==> src/rtl/lvds_pkg.sv <==
// Shared state encoding and default frame parameters for the LVDS frame-clock aligner.
package lvds_pkg;

  localparam int unsigned DEFAULT_DATA_WIDTH = 14;
  localparam logic [DEFAULT_DATA_WIDTH-1:0] DEFAULT_FRAME_PATTERN = 14'b11111110000000;

  typedef enum logic [2:0] {
    ST_IDLE,
    ST_SETTLE,
    ST_CHECK,
    ST_SLIP,
    ST_LOCKED,
    ST_FAIL
  } align_state_e;

endpackage

==> src/rtl/lvds_frame_aligner.sv <==
// Bitslip controller for the ADC frame-clock lane: slips the deserializer until the
// parallel frame word matches the ADC frame pattern, then monitors lock.
module lvds_frame_aligner
  import lvds_pkg::*;
#(
  parameter int unsigned           DATA_WIDTH    = DEFAULT_DATA_WIDTH,
  parameter logic [DATA_WIDTH-1:0] FRAME_PATTERN = DATA_WIDTH'(DEFAULT_FRAME_PATTERN),
  parameter int unsigned           SETTLE_CYCLES = 4,
  parameter int unsigned           MATCH_COUNT   = 16,
  parameter int unsigned           MAX_SLIPS     = 14,
  parameter int unsigned           MISS_LIMIT    = 3
) (
  input  logic                  CLKDIV,
  input  logic                  RST,
  input  logic                  START,
  input  logic [DATA_WIDTH-1:0] FRAME,
  output logic                  BITSLIP,
  output logic                  ALIGNED,
  output logic                  ALIGN_ERR,
  output logic [3:0]            SLIP_CNT
);

  localparam int unsigned SETTLE_W = $clog2(SETTLE_CYCLES + 1);
  localparam int unsigned MATCH_W  = $clog2(MATCH_COUNT + 1);
  localparam int unsigned MISS_W   = $clog2(MISS_LIMIT + 1);

  localparam logic [SETTLE_W-1:0] SETTLE_LAST = SETTLE_W'(SETTLE_CYCLES - 1);
  localparam logic [MATCH_W-1:0]  MATCH_LAST  = MATCH_W'(MATCH_COUNT - 1);
  localparam logic [MISS_W-1:0]   MISS_LAST   = MISS_W'(MISS_LIMIT - 1);
  localparam logic [3:0]          SLIP_MAX    = 4'(MAX_SLIPS);

  align_state_e        state_q, state_d;
  logic [SETTLE_W-1:0] settle_cnt_q, settle_cnt_d;
  logic [MATCH_W-1:0]  match_cnt_q, match_cnt_d;
  logic [MISS_W-1:0]   miss_cnt_q, miss_cnt_d;
  logic [3:0]          slip_cnt_q, slip_cnt_d;
  logic                bitslip_q, bitslip_d;
  logic                aligned_q, aligned_d;
  logic                align_err_q, align_err_d;
  logic                frame_match;

  assign frame_match = (FRAME == FRAME_PATTERN);

  always_comb begin
    state_d      = state_q;
    settle_cnt_d = settle_cnt_q;
    match_cnt_d  = match_cnt_q;
    miss_cnt_d   = miss_cnt_q;
    slip_cnt_d   = slip_cnt_q;
    bitslip_d    = 1'b0;
    aligned_d    = aligned_q;
    align_err_d  = align_err_q;

    // START wins over any compare result and restarts from a clean attempt.
    if (START) begin
      state_d      = ST_SETTLE;
      settle_cnt_d = '0;
      match_cnt_d  = '0;
      miss_cnt_d   = '0;
      slip_cnt_d   = '0;
      aligned_d    = 1'b0;
      align_err_d  = 1'b0;
    end else begin
      unique case (state_q)
        ST_IDLE: begin
        end

        ST_SETTLE: begin
          if (settle_cnt_q == SETTLE_LAST) begin
            state_d     = ST_CHECK;
            match_cnt_d = '0;
          end else begin
            settle_cnt_d = settle_cnt_q + SETTLE_W'(1);
          end
        end

        ST_CHECK: begin
          if (frame_match) begin
            match_cnt_d = match_cnt_q + MATCH_W'(1);
            if (match_cnt_q == MATCH_LAST) begin
              state_d    = ST_LOCKED;
              aligned_d  = 1'b1;
              miss_cnt_d = '0;
            end
          end else begin
            match_cnt_d = '0;
            if (slip_cnt_q == SLIP_MAX) begin
              state_d     = ST_FAIL;
              align_err_d = 1'b1;
              aligned_d   = 1'b0;
            end else begin
              // The pulse is registered, so it is high exactly while in SLIP.
              state_d    = ST_SLIP;
              bitslip_d  = 1'b1;
              slip_cnt_d = slip_cnt_q + 4'd1;
            end
          end
        end

        ST_SLIP: begin
          state_d      = ST_SETTLE;
          settle_cnt_d = '0;
        end

        ST_LOCKED: begin
          if (frame_match) begin
            miss_cnt_d = '0;
          end else if (miss_cnt_q == MISS_LAST) begin
            state_d      = ST_SETTLE;
            settle_cnt_d = '0;
            match_cnt_d  = '0;
            miss_cnt_d   = '0;
            slip_cnt_d   = '0;
            aligned_d    = 1'b0;
          end else begin
            miss_cnt_d = miss_cnt_q + MISS_W'(1);
          end
        end

        ST_FAIL: begin
          aligned_d   = 1'b0;
          align_err_d = 1'b1;
        end

        default: begin
          state_d = ST_IDLE;
        end
      endcase
    end
  end

  always_ff @(posedge CLKDIV) begin
    if (RST) begin
      state_q      <= ST_IDLE;
      settle_cnt_q <= '0;
      match_cnt_q  <= '0;
      miss_cnt_q   <= '0;
      slip_cnt_q   <= '0;
      bitslip_q    <= 1'b0;
      aligned_q    <= 1'b0;
      align_err_q  <= 1'b0;
    end else begin
      state_q      <= state_d;
      settle_cnt_q <= settle_cnt_d;
      match_cnt_q  <= match_cnt_d;
      miss_cnt_q   <= miss_cnt_d;
      slip_cnt_q   <= slip_cnt_d;
      bitslip_q    <= bitslip_d;
      aligned_q    <= aligned_d;
      align_err_q  <= align_err_d;
    end
  end

  assign BITSLIP   = bitslip_q;
  assign ALIGNED   = aligned_q;
  assign ALIGN_ERR = align_err_q;
  assign SLIP_CNT  = slip_cnt_q;

endmodule

==> config.mk <==
export PLATFORM = sky130hd
export DESIGN_NAME = lvds_frame_aligner
export DESIGN_NICKNAME = d
export VERILOG_FILES = /design/src/rtl/lvds_pkg.sv /design/src/rtl/lvds_frame_aligner.sv
export SDC_FILE = /design/constraint.sdc
export NUM_CORES = 1
export LEC_CHECK = 0
export CAP_MARGIN = 30
export CORE_MARGIN = 5
export CORE_UTILIZATION = 55
export CTS_CLUSTER_DIAMETER = 150
export DETAILED_ROUTE_END_ITERATION = 7
export PLACE_DENSITY = 0.84
export SYNTH_ARGS = -nofsm -noshare
export SYNTH_HDL_FRONTEND = slang
export SYNTH_SLANG_ARGS = --single-unit
export TNS_END_PERCENT = 10
==> constraint.sdc <==
create_clock -name CLKDIV -period 3.3 [get_ports CLKDIV]
set_input_delay 0.825 -clock CLKDIV [delete_from_list [all_inputs] [get_ports CLKDIV]]
set_output_delay 0.825 -clock CLKDIV [all_outputs]
set_load 0.01 [all_outputs]
Word-level counts from Yosys, hierarchy flattened. Index checks and enable logic that the tools add are counted.

Register bits after elaboration: 20. Output and inout port bits: 7. Word-level logic and storage cells: 95. Bits of input ports: 17.

Bitwise logic cells: 2. Muxes and demuxes: 37. Equality and inequality tests: 26. Add/sub/neg operators: 4. Reductions and logical operators: 17.

Operator list (count): 2-to-1 mux 3 bit (9); 2-to-1 mux 5 bit (4); AND reduction 5 bit (4); inequality test 2 bit, second input constant (9); 2-to-1 mux 4 bit (4); inequality test 3 bit, second input constant (5); one-hot mux 3 bit (5 select lines) (1); one-hot mux 5 bit (3 select lines) (1); equality test 14 bit, second input constant (1); equality test 3 x 2 -> 1 bit, second input constant (3); 2-to-1 mux 1 bit (9); one-hot mux 3 bit (3 select lines) (1); nonzero test 3 bit (3); 2-to-1 mux 2 bit (4); one-hot mux 4 bit (2 select lines) (1); AND reduction 4 bit (2); equality test 3 bit, second input constant (2); AND reduction 3 bit (2); adder 5 x 1 -> 5 bit, second input constant (1); equality test 5 x 4 -> 1 bit, second input constant (1); adder 4 x 1 -> 4 bit, second input constant (1); equality test 4 bit, second input constant (1); inequality test 4 bit, second input constant (1); one-hot mux 2 bit (2 select lines) (1); other kinds (12) (15).

Logic depth before layout (Yosys ltp). Gate-level depths: netlist (run 1).

Depth in word-level cells: 5. Depth in mapped cells: 7. Gate-level depth less buffers: 7.

Worst setup path after synthesis (run 1). Ideal clock, no wire load.

Path type: input-to-reg. Start point: in FRAME[1]. End point: reg aligned_q (netlist: ALIGNED). Arrival time: 1.966 ns. Buffers on the path: 1. Library setup time: 0.132 ns. Stages: 6. Required time: 3.168 ns. Path slack: 1.201 ns. Path through: nor4_4 > nand4_4 > and3_1 > buf_6 > o31ai_1 > a21oi_1.

Cells in the longest elaborated chain, start to end: 3. Elaborated cells on any way between the ends: 7. Classes of those cells: eq/ne: 4; mux: 2; reduce/logical: 1.

Ends and longest elaborated chain: start, declared (line lvds_frame_aligner.sv:16) `input logic [DATA_WIDTH-1:0] FRAME,`; equality test 14 bit (*) (line lvds_frame_aligner.sv:42) `assign frame_match = (FRAME == FRAME_PATTERN);`; inequality test 3 bit (no line), or another cell as far along; AND reduction 5 bit (no line) or one-hot mux 1 bit (3 select lines) (tied branches); end signal, assigned (line lvds_frame_aligner.sv:149) `aligned_q <= aligned_d;`; end, declared (line lvds_frame_aligner.sv:38) `logic aligned_q, aligned_d;`.

Every way passes the cells marked *; elsewhere a longest branch is shown, timed or not. A chain may end at the register's enable or synchronous reset.

Final worst setup path (run 1). Ends and elaborated chain as after synthesis.

==> results of run 1 <==
-- kinds of logic after synthesis --
kind of cell	share of synthesized area
adder cells (fa/ha/maj)	0.0608
flip-flops	0.324
AND/OR/NAND/NOR	0.303
buffers and inverters	0.0709
AO/OA/AOI/OAI	0.225
multiplexers	0.0162
-- per-stage QoR --
stage                     instances  utilization  worst slack (ps)  cell area [um2]  total power (W)
after floorplan                 138            -              1200             1230         0.000265
after global placement          180        0.658               610             1430         0.000287
after detailed placement        180        0.658               515             1430         0.000288
after CTS                       184        0.682               855             1480         0.000483
after global routing            184        0.682               785             1480         0.000502
final                           184        0.682               861             1480         0.000482
-- cell usage in the layout, fill, tap and decap left out, types with 2 or more instances in the layout --
cell | synthesis | layout
nor3_1 | 6 | 6
mux2i_1 | 2 | 2
a21oi_1 | 8 | 8
inv_1 | 4 | 4
and3_1 | 4 | 4
clkbuf_4 | 0 | 3
nand4b_1 | 2 | 2
nand3_1 | 4 | 4
o21ai_0 | 4 | 4
dfxtp_1 | 20 | 20
or3b_1 | 2 | 2
nand2_1 | 10 | 10
a211oi_1 | 4 | 4
clkdlybuf4s50_1 | 0 | 23
nand3b_1 | 2 | 2
o31ai_1 | 2 | 2
o21a_1 | 4 | 4
nor2_1 | 13 | 13
nor2b_1 | 4 | 4
ha_1 | 6 | 6
a22oi_1 | 2 | 2
nand2b_1 | 3 | 3
-- state kept, by name, summed over array words and instances, names as in the netlist --
signal,flops
ALIGNED,1
ALIGN_ERR,1
BITSLIP,1
SLIP_CNT,4
match_cnt_q,5
miss_cnt_q,2
settle_cnt_q,3
state_q,3
-- cell type report --
| type | instances | area [um2] |
|---|---|---|
| Inverter | 4 | 15.0 |
| Fill cell | 191 | 689 |
| Tap cell | 28 | 35.0 |
| Multi-Input combinational cell | 105 | 747 |
| Clock buffer | 3 | 22.5 |
| Sequential cell | 20 | 400 |
| Timing Repair Buffer | 23 | 230 |
| Clock inverter | 1 | 30.0 |
-- metal layers --
layer | up-vias | global-route usage | part of all wire
met2 | 39 | 0.300 | 0.48
met4 | 0 | 0.0795 | 0.024
li1 | 549 | - | -
met5 | - | 0 | 0
met3 | 10 | 0.0407 | 0.066
met1 | 520 | 0.215 | 0.43
-- where the power goes --
part | leakage (nW) | internal [W] | switching [W] | total, W
combinational | 0.342 | 0.0000226 | 0.0000145 | 0.0000370
clock | 0.0279 | 0.000123 | 0.0000761 | 0.000199
sequential | 0.161 | 0.000243 | 0.00000315 | 0.000246
total | 0.531 | 0.000388 | 0.0000937 | 0.000482
-- worst max-delay path by stage --
| stage | start | to | slack (ps) |
|---|---|---|---|
| global route | FRAME[1] | SLIP_CNT[3] | 780 |
| global placement | FRAME[1] | ALIGNED | 610 |
| floorplan | FRAME[1] | ALIGNED | 1200 |
| finish | FRAME[1] | ALIGNED | 860 |
| CTS | FRAME[1] | ALIGNED | 860 |
| detailed placement | FRAME[1] | ALIGNED | 520 |
-- critical path, delay by kind of cell --
family          cells  cell delay (ps)
buf+inv             1              440
compound gates      2              360
simple gates        3             1010
==> metrics.txt, run 1 <==
Slew @ Worst Pin=623 ps; Synth Register Bits=20; hold path depth=1; post-synthesis sequential area ratio=0.324; RR Startpoint=state_q[2]; # IOs=24; Sinks on Clock Net=20; Clk Latency, worst-skew pair=300 ps; Die W=57.4 um; die height=57.4 um; Top FF cell, synth=dfxtp_1; R2R cell count=4; post-route ant nets=0; min-delay src=ALIGN_ERR; WS Path Type=in -> reg; Arr. time, crit path=2630 ps; CTS tree=built; core area=2170 um2; part of the cycle the worst path needs=0.739; TritonRoute pass-1 iters=4; total of max-cap violations=0; Starting Density=0.569; first-pass GRT wire length=4.78 mm; status=finished, final reports clean; initial antenna violation count=0; top post-synthesis cells by count=dfxtp_1 (20), nor2_1 (13), nand2_1 (10); area share of the largest cell type after synthesis=0.324; fmax=410 MHz; antenna cell count=0; Post-Syn Nets=161; area of the die=3290 um2; worst hold margin=487 ps; layout cells sized above 1=0.0962; Reg clk slew, reported paths=120 ps; R2R Setup Slk=1410 ps; wire per inst=15.1 um; CTS root buf=clkbuf_4; Vias per Instance=6.08; fin crit period=2440 ps; Post-Syn Area=1230 um2; Avg Cell Area, Syn=8.95 um2; CP required=3500 ps; placed wire-length estimate=2.15 mm; count leader, synth=dfxtp_1; residual DRC count=0; Critical Path Start Type=primary input; Tightest Hold Check Type=reg -> reg; final setup fails=0; global placer's final weighted congestion=0.886; Peak supply drop=295 uV; Synth warnings=0; Yosys cell types=46; max_slew headroom=0.584; Hold Path Sink=ALIGN_ERR; crit path max-delay cell type=clkdlybuf4s50_1; power per cell area=326 nW/um2; total CTS buffers=3; EDFF count, synth=0; Overflow after GRT=0; CP max FO=16; # H-tree levels=1; Post-Syn Instances=138; Worst path max stage delay=440 ps; largest area contributor in the netlist=dfxtp_1; port bufs=23; endpoint class of the critical path=flop; Leak Pwr=0.531 nW; FP Rows=17; area grow syn2layout=19.9%; worst-path cell chain=clkdlybuf4s50_1 > nor4_4 > nand4_4 > and3_1 > o31ai_1 > a21oi_1; Slew Viols, Final=0; hold buffer count at cts=0; Resized Gates After CTS=0; Tot GR Track Use=0.179; Async S/R FF share, synth=0; skew final=6.92 ps; RSZ-0062 raised after global routing=false; Post-CTS Setup Repair Bufs=0; Starting DRT DRC Count=27; largest net degree at the start of global routing=17; routed vias=1118; NumNets Final=180; vias in the first global route=1085; worst r2r dst=settle_cnt_q[1]; setup_tns=0 ps; clk buf depth=2; Final Hold Fails=0; Post-Route WL=2.77 mm; Synth area leaders=dfxtp_1 (32%), ha_1 (6.1%), buf_6 (4.6%)
Power figures use the tool's default switching activity.
==> inputs of run 2 (changes only) <==
--- a/config.mk
+++ b/config.mk
@@ -7,10 +7,10 @@
 export LEC_CHECK = 0
 export CAP_MARGIN = 30
 export CORE_MARGIN = 5
-export CORE_UTILIZATION = 55
+export CORE_UTILIZATION = 51
 export CTS_CLUSTER_DIAMETER = 150
 export DETAILED_ROUTE_END_ITERATION = 7
-export PLACE_DENSITY = 0.84
+export PLACE_DENSITY = 0.79
 export SYNTH_ARGS = -nofsm -noshare
 export SYNTH_HDL_FRONTEND = slang
 export SYNTH_SLANG_ARGS = --single-unit
==> constraint.sdc (replaced) <==
create_clock -name CLKDIV -period 2.3 [get_ports CLKDIV]
set_input_delay 0.575 -clock CLKDIV [delete_from_list [all_inputs] [get_ports CLKDIV]]
set_output_delay 0.575 -clock CLKDIV [all_outputs]
set_load 0.01 [all_outputs]
==> metrics.txt, run 2 (same netlist as run 1, synthesis figures left out) <==
fin util=0.679 (-0.00299); largest net degree at the start of global routing=16 (-1); Tightest Hold Check Type=reg -> reg; Worst path max stage delay=450 ps (about the same); Die W=59.2 um (+3.2%); max reg flops=5 (unchanged); skew final=2.98 ps (-3.94 ps); FP Rows=17 (unchanged); Sinks on Clock Net=20 (unchanged); Arr. time, crit path=2370 ps (-260 ps); fin crit period=2140 ps; wire per inst=14.9 um (-0.81%); Starting DRT DRC Count=30 (+11%); part of the cycle the worst path needs=0.929; Reg clk slew, reported paths=100 ps (-20 ps); worst hold margin=480 ps (-7.23 ps); clk buf depth=2 (unchanged); Final Hold Fails=0 (unchanged); initial antenna violation count=0 (unchanged); Resized Gates After CTS=0 (unchanged); max_slew headroom=0.725 (+0.141); Clk Latency, worst-skew pair=300 ps (about the same); crit path max-delay cell type=clkdlybuf4s50_1; placed wire-length estimate=2.30 mm (+7.1%); CTS tree=built; Tot GR Track Use=0.174 (-0.00494); layout cells sized above 1=0.145 (+0.0493); area of the die=3510 um2 (+6.5%); # IOs=24 (unchanged); CP required=2530 ps (-970 ps); Vias per Instance=5.94 (-2.3%); antenna cell count=0 (unchanged); die height=59.2 um (+3.2%); WS Path Type=in -> reg; total of max-cap violations=0 (unchanged); status=finished, final reports clean; total CTS buffers=3 (unchanged); Starting Density=0.548 (-0.0215); final setup fails=0 (unchanged); PnR worst setup slack=164 ps (-697 ps); CP max FO=12 (-4); # H-tree levels=1 (unchanged); Post-Route WL=2.89 mm (+4.0%); pre-CTS setup slack=-158 ps (-673 ps); TritonRoute pass-1 iters=5 (+1); RSZ-0062 raised after global routing=false; port bufs=23 (unchanged); first-pass GRT wire length=4.77 mm (-0.15%); Overflow after GRT=0 (unchanged); Critical Path Start Type=primary input; residual DRC count=0 (unchanged); post-route ant nets=0 (unchanged); vias in the first global route=1153 (+6.3%); Slew Viols, Final=0 (unchanged); endpoint class of the critical path=flop; commonest non-fill, non-tap cell in the layout=clkdlybuf4s50_1; CTS root buf=clkbuf_4; power per cell area=398 nW/um2 (+22%); Critical path buffers and inverters=2 (+1); commonest cells after routing, fill and taps aside=clkdlybuf4s50_1 (23), dfxtp_1 (20), nor2_1 (13), nand2_1 (10), buf_4 (9); hold buffer count at cts=0 (unchanged); area grow syn2layout=24.0%; Slew @ Worst Pin=410 ps (-212 ps); global placer's final weighted congestion=0.888 (+0.28%); Leak Pwr=0.569 nW (+7.2%); non-filler cells, final=193 (+4.9%); NumNets Final=189 (+5.0%); routed vias=1146 (+2.5%); dpl cells=189 (+5.0%); CP top delay family=simple AND/OR/NAND/NOR gates; core area=2250 um2 (+3.9%); Peak supply drop=375 uV (+27%); Reg with most FFs=match_cnt_q; Post-CTS Setup Repair Bufs=0 (unchanged); worst-path cell chain=clkdlybuf4s50_1 > nor4_4 > nand4_4 > buf_4 > o311a_2 > nor3_1; fmax=468 MHz
==> run 2: changes by cell type in the layout (fill, tap and decap cells not counted), sizes merged <==
cell / delta
buf: +9
clkbuf: +1
bufinv: -1
==> run 2: routing by layer <==
metal  GRT usage  up-vias  part of all wire
li1            -      567                 -
met1       0.190      538              0.41
met2       0.310       35              0.50
met3      0.0479        6             0.071
met4      0.0712        0             0.013
met5           0        -                 0
==> run 2: path summary, 6_finish.rpt <==
check                  start        endpoint  slack, ps  depth (start not counted)
setup / recovery    FRAME[1]  match_cnt_q[2]        160                          6
hold / removal       ALIGNED         ALIGNED        480                          2
hold reg to reg      ALIGNED         ALIGNED        480                          2
setup reg to reg  state_q[1]      state_q[2]        470                          4
==> run 2: area by class of cell <==
cell class	instances	area (um2)
well taps	28	35.0
flip-flops and latches	20	400
repair buffers	32	298
fillers	191	723
multi-input cells	105	747
clock buffers	4	36.3
inverters	4	15.0
==> run 2: worst reg2reg max path, cell delays in order (launching register included) <==
cell and delay [ps]:
dfxtp_1 520, or3b_1 550, nor3_1 320, nor2_1 100
o221a_2 250
==> run 2: power by group <==
| group | switching, W | internal, W | leakage, nW | total [W] |
|---|---|---|---|---|
| Sequential | 0.00000465 | 0.000348 | 0.161 | 0.000353 |
| Combinational | 0.0000211 | 0.0000324 | 0.387 | 0.0000535 |
| Clock | 0.000106 | 0.0000967 | 0.0210 | 0.000203 |
==> run 2: metrics by stage <==
stage               cell area, um2  setup TNS, ps  total power, W
CTS                           1530              0        0.000613
detailed placement            1500          -1230        0.000415
global placement              1500           -473        0.000412
finish                        1530              0        0.000609
floorplan                     1230              0        0.000380
global route                  1530              0        0.000635
==> inputs of run 3 (changes only) <==
--- a/config.mk
+++ b/config.mk
@@ -11,6 +11,7 @@
 export CTS_CLUSTER_DIAMETER = 150
 export DETAILED_ROUTE_END_ITERATION = 7
 export PLACE_DENSITY = 0.79
+export RECOVER_POWER = 100
 export SYNTH_ARGS = -nofsm -noshare
 export SYNTH_HDL_FRONTEND = slang
 export SYNTH_SLANG_ARGS = --single-unit
==> metrics.txt, run 3 (same netlist as run 1, synthesis figures left out) <==
port bufs=23 (unchanged); Starting Density=0.548 (unchanged); switching power=0.000131 W (-0.42%); fmax=472 MHz (+0.86%); Critical Path Start Type=primary input; skew final=1.49 ps (-1.49 ps); CP max FO=12 (unchanged); setup_tns=0 ps (unchanged); placed wire-length estimate=2.30 mm (unchanged); FP Rows=17 (unchanged); core area=2250 um2 (unchanged); area grow syn2layout=22.8%; Internal=0.000477 W (about the same); CTS root buf=clkbuf_4; Arr. time, crit path=2350 ps (-20 ps); commonest non-fill, non-tap cell in the layout=dfxtp_1; endpoint class of the critical path=flop; area of the die=3510 um2 (unchanged); Starting DRT DRC Count=30 (unchanged); Tot GR Track Use=0.174 (unchanged); antenna cell count=0 (unchanged); # H-tree levels=1 (unchanged); total CTS buffers=3 (unchanged); final setup fails=0 (unchanged); Post-CTS Setup Repair Bufs=0 (unchanged); Sinks on Clock Net=20 (unchanged); Clk Latency, worst-skew pair=300 ps (about the same); Clk pwr share=0.332 (about the same); commonest cells after routing, fill and taps aside=dfxtp_1 (20), clkdlybuf4s50_1 (16), nor2_1 (14), nand2_1 (10), a21oi_1 (8); Overflow after GRT=0 (unchanged); max reg flops=5 (unchanged); RSZ-0062 raised after global routing=false; status=finished, final reports clean; clk buf depth=2 (unchanged); NumNets Final=189 (unchanged); wire per inst=14.9 um (-0.10%); Slew Viols, Final=0 (unchanged); Reg power frac=0.580 (about the same); power per cell area=401 nW/um2 (+0.89%); Reg with most FFs=match_cnt_q; max_slew headroom=0.729 (+0.00309); Slew @ Worst Pin=406 ps (-4.61 ps); global placer's final weighted congestion=0.888 (unchanged); worst hold margin=478 ps (-1.62 ps); Worst path max stage delay=450 ps (about the same); CTS tree=built; Sw Share=0.216 (-0.000686); WS Path Type=in -> reg; Reg clk slew, reported paths=110 ps (about the same); crit path max-delay cell type=clkdlybuf4s50_1; worst-path cell chain=clkdlybuf4s50_1 > nor4_4 > nand4_4 > clkbuf_2 > o311a_2 > nor3_1; Leak Pwr=0.589 nW (+3.5%); CP top delay family=simple AND/OR/NAND/NOR gates; Final Hold Fails=0 (unchanged); # IOs=24 (unchanged); total of max-cap violations=0 (unchanged); routed vias=1146 (unchanged); register area=400 um2 (unchanged); Combinational Power Share=0.087 (about the same); first-pass GRT wire length=4.77 mm (unchanged); TritonRoute pass-1 iters=4 (-1); Tightest Hold Check Type=reg -> reg; CP required=2530 ps (about the same); Resized Gates After CTS=0 (unchanged); hold buffer count at cts=0 (unchanged); initial antenna violation count=0 (unchanged); layout cells sized above 1=0.127 (-0.0182); Die W=59.2 um (unchanged); Vias per Instance=5.94 (unchanged); part of the cycle the worst path needs=0.921 (-0.00792); residual DRC count=0 (unchanged); largest net degree at the start of global routing=16 (unchanged); Critical path buffers and inverters=2 (unchanged); Peak supply drop=373 uV (-0.40%); post-route ant nets=0 (unchanged); die height=59.2 um (unchanged); Post-Route WL=2.88 mm (-0.10%); fin crit period=2120 ps (-18.2 ps); # fillers=196 (+2.6%); multi-input logic area=738 um2 (-1.2%); vias in the first global route=1153 (unchanged)
==> run 3: changes by cell type in the layout (fill, tap and decap cells not counted) <==
cell and change:
clkdlybuf4s50_1 -7, dlygate4sd3_1 +7, buf_4 -4, clkbuf_4 +2, a311oi_1 +1, a311oi_2 -1
clkbuf_1 +1, clkbuf_2 +1, nor2_1 +1, nor2_2 -1
==> run 3: layout make-up <==
type,instances,area share
clock buffer,4,0.0239
inverter,4,0.00990
multi-input combinational,105,0.487
sequential,20,0.264
tap,28,0.0231
timing repair buffer,32,0.192
==> run 3: per-stage QoR <==
step	power (W)	util	setup WS, ps	instances	instance area, um2
floorplan	0.000380	-	451	138	1230
global placement	0.000412	0.663	-74.7	189	1500
detailed placement	0.000415	0.663	-158	189	1500
CTS	0.000613	0.679	159	193	1530
global route	0.000635	0.673	60.3	193	1520
finish	0.000609	0.673	182	193	1520
==> run 3: power by group through the flow <==
stage	clock, W	combinational [W]	sequential [W]
after CTS	0.000206	0.0000538	0.000353
after global placement	0	0.0000514	0.000361
after global routing	0.000224	0.0000570	0.000354
after floorplan	0	0.0000228	0.000357
after detailed placement	0	0.0000535	0.000361
final	0.000202	0.0000532	0.000353
==> run 3: layer usage <==
layer,up-vias,part of all wire,track usage
li1,568,-,-
met1,544,0.42,0.190
met4,0,0.014,0.0712
met3,6,0.065,0.0479
met5,-,0,0
met2,28,0.50,0.310
==> run 3: final timing paths <==
path / startpoint / end / slack, ps / cells past startpoint
worst max-delay path: FRAME[1] / match_cnt_q[2] / 180 / 6
worst min-delay path: ALIGNED / ALIGNED / 480 / 2
worst max register to register: state_q[1] / state_q[2] / 480 / 4
worst min register to register: ALIGNED / ALIGNED / 480 / 2
==> run 3: tightest hold or removal path, cell delays in order, from the launching register on <==
cell,delay (ps)
dfxtp_1,330
o31ai_1,60
a21oi_1,50
